`src/rtl/uart_rx.sv`:
```
// uart_rx: oversampling UART receiver with a 3-sample mid-bit majority vote,
// optional even/odd parity and registered one-cycle result flags.
module uart_rx #(
  parameter int DATA_WIDTH = 8,
  parameter int OVERSAMPLE = 8
) (
  input  logic                  CLK,
  input  logic                  RST,
  input  logic                  RX_IN,
  input  logic                  PAR_EN,
  input  logic                  PAR_TYP,
  output logic [DATA_WIDTH-1:0] P_DATA,
  output logic                  Data_Valid,
  output logic                  PAR_ERR,
  output logic                  STP_ERR,
  output logic                  busy
);

  localparam int EW = $clog2(OVERSAMPLE);
  localparam int BW = (DATA_WIDTH > 1) ? $clog2(DATA_WIDTH) : 1;
  localparam logic [EW-1:0] EDGE_ONE  = EW'(1);
  localparam logic [EW-1:0] EDGE_LAST = EW'(OVERSAMPLE - 1);
  localparam logic [EW-1:0] SAMPLE_A  = EW'(OVERSAMPLE / 2 - 1);
  localparam logic [EW-1:0] SAMPLE_B  = EW'(OVERSAMPLE / 2);
  localparam logic [EW-1:0] SAMPLE_C  = EW'(OVERSAMPLE / 2 + 1);
  localparam logic [BW-1:0] BIT_LAST  = BW'(DATA_WIDTH - 1);

  typedef enum logic [2:0] {IDLE, START, DATA, PARITY, STOP} state_t;

  state_t                state, next_state;
  logic                  rx_meta, rx_s;
  logic [EW-1:0]         edge_cnt;
  logic [BW-1:0]         bit_cnt;
  logic                  samp_a, samp_b, samp_c;
  logic                  maj;
  logic                  bit_done;
  logic [DATA_WIDTH-1:0] data_reg;
  logic                  par_en_q, par_typ_q, par_err_q;

  always_ff @(posedge CLK or negedge RST) begin
    if (!RST) begin
      rx_meta <= 1'b1;
      rx_s    <= 1'b1;
    end else begin
      rx_meta <= RX_IN;
      rx_s    <= rx_meta;
    end
  end

  assign maj      = (samp_a & samp_b) | (samp_a & samp_c) | (samp_b & samp_c);
  assign bit_done = (edge_cnt == EDGE_LAST);
  assign busy     = (state != IDLE);

  always_ff @(posedge CLK or negedge RST) begin
    if (!RST) state <= IDLE;
    else      state <= next_state;
  end

  always_comb begin
    next_state = state;
    case (state)
      IDLE:    if (!rx_s) next_state = START;
      START:   if (bit_done) next_state = maj ? IDLE : DATA;
      DATA:    if (bit_done && bit_cnt == BIT_LAST) next_state = par_en_q ? PARITY : STOP;
      PARITY:  if (bit_done) next_state = STOP;
      STOP:    if (bit_done) next_state = IDLE;
      default: next_state = IDLE;
    endcase
  end

  // The start-detect cycle counts as edge 0, so the counter enters START at 1.
  // OVERSAMPLE is a power of two, so the counter wraps by itself at bit end.
  always_ff @(posedge CLK or negedge RST) begin
    if (!RST) begin
      edge_cnt   <= '0;
      bit_cnt    <= '0;
      samp_a     <= 1'b1;
      samp_b     <= 1'b1;
      samp_c     <= 1'b1;
      data_reg   <= '0;
      par_en_q   <= 1'b0;
      par_typ_q  <= 1'b0;
      par_err_q  <= 1'b0;
      P_DATA     <= '0;
      Data_Valid <= 1'b0;
      PAR_ERR    <= 1'b0;
      STP_ERR    <= 1'b0;
    end else begin
      Data_Valid <= 1'b0;
      PAR_ERR    <= 1'b0;
      STP_ERR    <= 1'b0;
      if (edge_cnt == SAMPLE_A) samp_a <= rx_s;
      if (edge_cnt == SAMPLE_B) samp_b <= rx_s;
      if (edge_cnt == SAMPLE_C) samp_c <= rx_s;
      if (state == IDLE) edge_cnt <= rx_s ? '0 : EDGE_ONE;
      else               edge_cnt <= edge_cnt + 1'b1;
      case (state)
        IDLE: begin
          if (!rx_s) begin
            par_en_q  <= PAR_EN;
            par_typ_q <= PAR_TYP;
            par_err_q <= 1'b0;
            bit_cnt   <= '0;
          end
        end
        DATA: begin
          if (bit_done) begin
            data_reg[bit_cnt] <= maj;
            bit_cnt <= (bit_cnt == BIT_LAST) ? '0 : bit_cnt + 1'b1;
          end
        end
        PARITY: begin
          if (bit_done) par_err_q <= (maj != (par_typ_q ? ~^data_reg : ^data_reg));
        end
        STOP: begin
          if (bit_done) begin
            STP_ERR <= ~maj;
            PAR_ERR <= par_err_q;
            if (maj && !par_err_q) begin
              Data_Valid <= 1'b1;
              P_DATA     <= data_reg;
            end
          end
        end
        default: ;
      endcase
    end
  end

endmodule

```
`config.mk`:
```
export PLATFORM = sky130hd
export DESIGN_NAME = uart_rx
export DESIGN_NICKNAME = d
export VERILOG_FILES = /design/src/rtl/uart_rx.sv
export SDC_FILE = /design/constraint.sdc
export NUM_CORES = 1
export LEC_CHECK = 0
export CORE_UTILIZATION = 50
export DETAILED_ROUTE_END_ITERATION = 8
export GPL_ROUTABILITY_DRIVEN = 0
export PLACE_DENSITY = 0.74
export SYNTH_ARGS = -nofsm -noshare
export SYNTH_HDL_FRONTEND = slang
export SYNTH_SLANG_ARGS = --single-unit
```
`constraint.sdc`:
```
create_clock -name CLK -period 1.93 [get_ports CLK]
set_clock_uncertainty 0.05 [all_clocks]
set_input_delay 0.193 -clock CLK [delete_from_list [all_inputs] [get_ports CLK]]
set_output_delay 0.193 -clock CLK [all_outputs]
set_load 0.005 [all_outputs]
```
==> flow_summary.ini <==
[die]
die_h_microns = 61.5
placementRows = 21
die-width_microns = 61.5
overall_die_area_sq_um = 3780
initial_utilization_pct = 52.6
floorplan.io_pins = 17
core_area_sq_um = 3360

[clocking]
cts_sinks = 36
cts_tree = built
tritoncts.num_buffers = 5
clock_tree.htree_level_count = 2
cts_max_path_buffers = 2
clk_latency_ps = 340
clk_root_buffer_cell = sky130_fd_sc_hd__clkbuf_4
clkTransAtPathRegs_ps = 100
hold_buffers = 0

[timing]
post-route-period-util_pct = 95.4
drv_slew = 0
timing.final.ws_setup_ps = 88.3
max_slew_margin_pct = 69.9
setup_viol_count_final = 0
final.setup.tns_ps = 0
rsz0062_at_grt = no
final_period_minus_worst_setup_slack_ps = 1840
slew_at_the_pin_with_the_worst_max_slew_slack_ps = 452
fmax_mhz = 543
hold_viol_final = 0

[grt]
maximum_number_of_pins_on_one_net_before_global_route_repair = 37
track_usage_pct = 18.0
grt_first_pass_wirelength_microns = 4750
grt-ovfl-total = 0
first_global_vias = 1071
antenna_violations_before_repair = 0

[critical_path]
worst-endpoint-arrival_ps = 1600
critical_path.endpoint_type = output port
setup.worst_path.start_class = flop
crit_path_max_fanout = 12
worst_setup_path_class = flop to output port
crit_slowest_cell = sky130_fd_sc_hd__dfrtp_2
worstPathCellList = nor3_4, inv_1, clkdlybuf4s50_1
crit_path_max_incr_delay_ps = 510
worstPathRequired_ps = 1690

[run_status]
status = finished, final reports clean

[logic_synthesis]
ys_dominant_reg_cell = sky130_fd_sc_hd__dfrtp_1
post_synthesis_async_set_or_reset_flop_share_pct = 100
syn_inst = 142
synth_cell_types = 36
ys_ff_latch = 36
syn-cell-area_sq_um = 1770
synthesis.area_per_instance_sq_um = 12.5
synth_warnings = 0
synth_fp_nets = 155
synth_enable_flop_cells = 0
ys_seq_area_share_pct = 51.3

[detailed_routing]
drc_errors = 0
routed_via_density = 5.20
routed-via-count = 1091
route.antenna.remaining_nets = 0
firstDrtPassIters = 4
drt_iter0_markers = 17
post_drt_wl_per_cell_microns = 13.9
wirelength_microns = 2920

[placement]
pre_cts_ws_ps = 90.3
port-buffer-count = 16
dp_hpwl_microns = 2110

[power_and_ir_drop]
irDropWorstVdd_uv = 677
p_leak_uw = 0.000966
total_power_density_per_cell_area_nw_per_um2 = 1040

[worst_hold_path]
holdCritPathClass = primary input to asynchronous set/reset pin

[layout]
nets = 176
drive_above_1_share_pct = 29.3
synthToLayoutAreaGrowth_pct = 16.8
most_common_cell_after_layout_fill_and_taps_aside = sky130_fd_sc_hd__dfrtp_1
highest_count_cells_in_the_layout_ignoring_fill_and_taps = 28 x sky130_fd_sc_hd__dfrtp_1, 20 x sky130_fd_sc_hd__mux2_2, 16 x sky130_fd_sc_hd__clkdlybuf4s50_1, 9 x sky130_fd_sc_hd__inv_1
antenna_cells = 0

[job]
drv.max_cap_violation_count = 0
cells in the mapped netlist (2+ instances only):
library cell / count / area share, %
sky130_fd_sc_hd__dfrtp_1: 31 / 44
sky130_fd_sc_hd__mux2_2: 20 / 13
sky130_fd_sc_hd__inv_1: 9 / 1.9
sky130_fd_sc_hd__ha_1: 8 / 5.7
sky130_fd_sc_hd__nand3_1: 8 / 2.3
sky130_fd_sc_hd__nor2_1: 8 / 1.7
sky130_fd_sc_hd__o21ai_0: 6 / 1.7
sky130_fd_sc_hd__dfstp_2: 5 / 7.4
sky130_fd_sc_hd__nand2_1: 5 / 1.1
sky130_fd_sc_hd__buf_2: 4 / 1.1
sky130_fd_sc_hd__nor3_1: 4 / 1.1
sky130_fd_sc_hd__xnor2_1: 4 / 2.0
sky130_fd_sc_hd__a22o_1: 3 / 1.5
sky130_fd_sc_hd__mux2i_1: 3 / 1.7
sky130_fd_sc_hd__a21oi_1: 2 / 0.57
sky130_fd_sc_hd__xnor2_2: 2 / 1.8
cell type report:
cell class / instances / area, sq um
clock inverters: 2 / 35.0
repair buffers: 20 / 190
clock buffers: 6 / 41.3
multi-input cells: 91 / 796
well taps: 46 / 57.6
flip-flops and latches: 36 / 911
fillers: 288 / 1300
inverters: 9 / 33.8
path summary, 6_finish.rpt:
kind / slack, ps / cells past startpoint / end / from
max: 90 / 3 / busy / state[1]$_DFFE_PN0P_
min: 210 / 2 / bit_cnt[1]$_DFFE_PN0P_ / RST
max reg2reg: 110 / 5 / data_reg[6]$_DFFE_PN0P_ / edge_cnt[0]$_DFF_PN0_
min reg2reg: 310 / 0 / rx_s$_DFF_PN1_ / rx_meta$_DFF_PN1_
max in group asynchronous: 1270 / 2 / samp_b$_DFFE_PN1N_ / RST
min in group CLK: 210 / 1 / rx_meta$_DFF_PN1_ / RX_IN
kinds of logic (layout without fill, tap and decap cells):
| family | Yosys count | count (layout) | share of synthesized area [%] |
|---|---|---|---|
| xor+xnor | 8 | 8 | 5.59 |
| mux | 23 | 23 | 14.4 |
| fa+ha+maj | 9 | 9 | 6.30 |
| flops | 36 | 36 | 51.3 |
| compound gates | 14 | 14 | 5.45 |
| buf+inv | 15 | 37 | 4.10 |
| simple gates | 37 | 37 | 12.8 |
layer usage:
metal / GRT usage [%] / wire (microns)
met5: 0 / 0
met4: 7.62 / 42
met3: 5.88 / 98
met2: 32.0 / 1530
met1: 19.8 / 1250
power breakdown:
part / switching [uW] / internal (uW)
clock network: 237 / 272
registers: 145 / 899
logic: 303 / 299
total: 685 / 1470
stage by stage:
stage / total power, uW / hold WS (ps) / std cells / area (sq um) / utilization [%]
3_5_place_dp: 1650 / 297 / 201 / 1970 / 58.6
6_report: 2150 / 209 / 210 / 2060 / 61.4
2_1_floorplan: 1520 / -153 / 142 / 1770 / -
3_3_place_gp: 1630 / 300 / 201 / 1970 / 58.6
4_1_cts: 2170 / 199 / 210 / 2060 / 61.2
5_1_grt: 2300 / 190 / 210 / 2060 / 61.4
timing repair:
action,in CTS,in global routing
pin swaps,1,0
setup endpoints to repair,1,1
setup buffers,1,0
resized for setup,3,2
worst max-delay path: cells and delay by family (launching register included):
| family | cells | cell delay [ps] |
|---|---|---|
| buffers and inverters | 2 | 530 |
| flip-flops | 1 | 510 |
| AND/OR/NAND/NOR | 1 | 240 |
No activity file was read; power rests on OpenSTA's default activity.
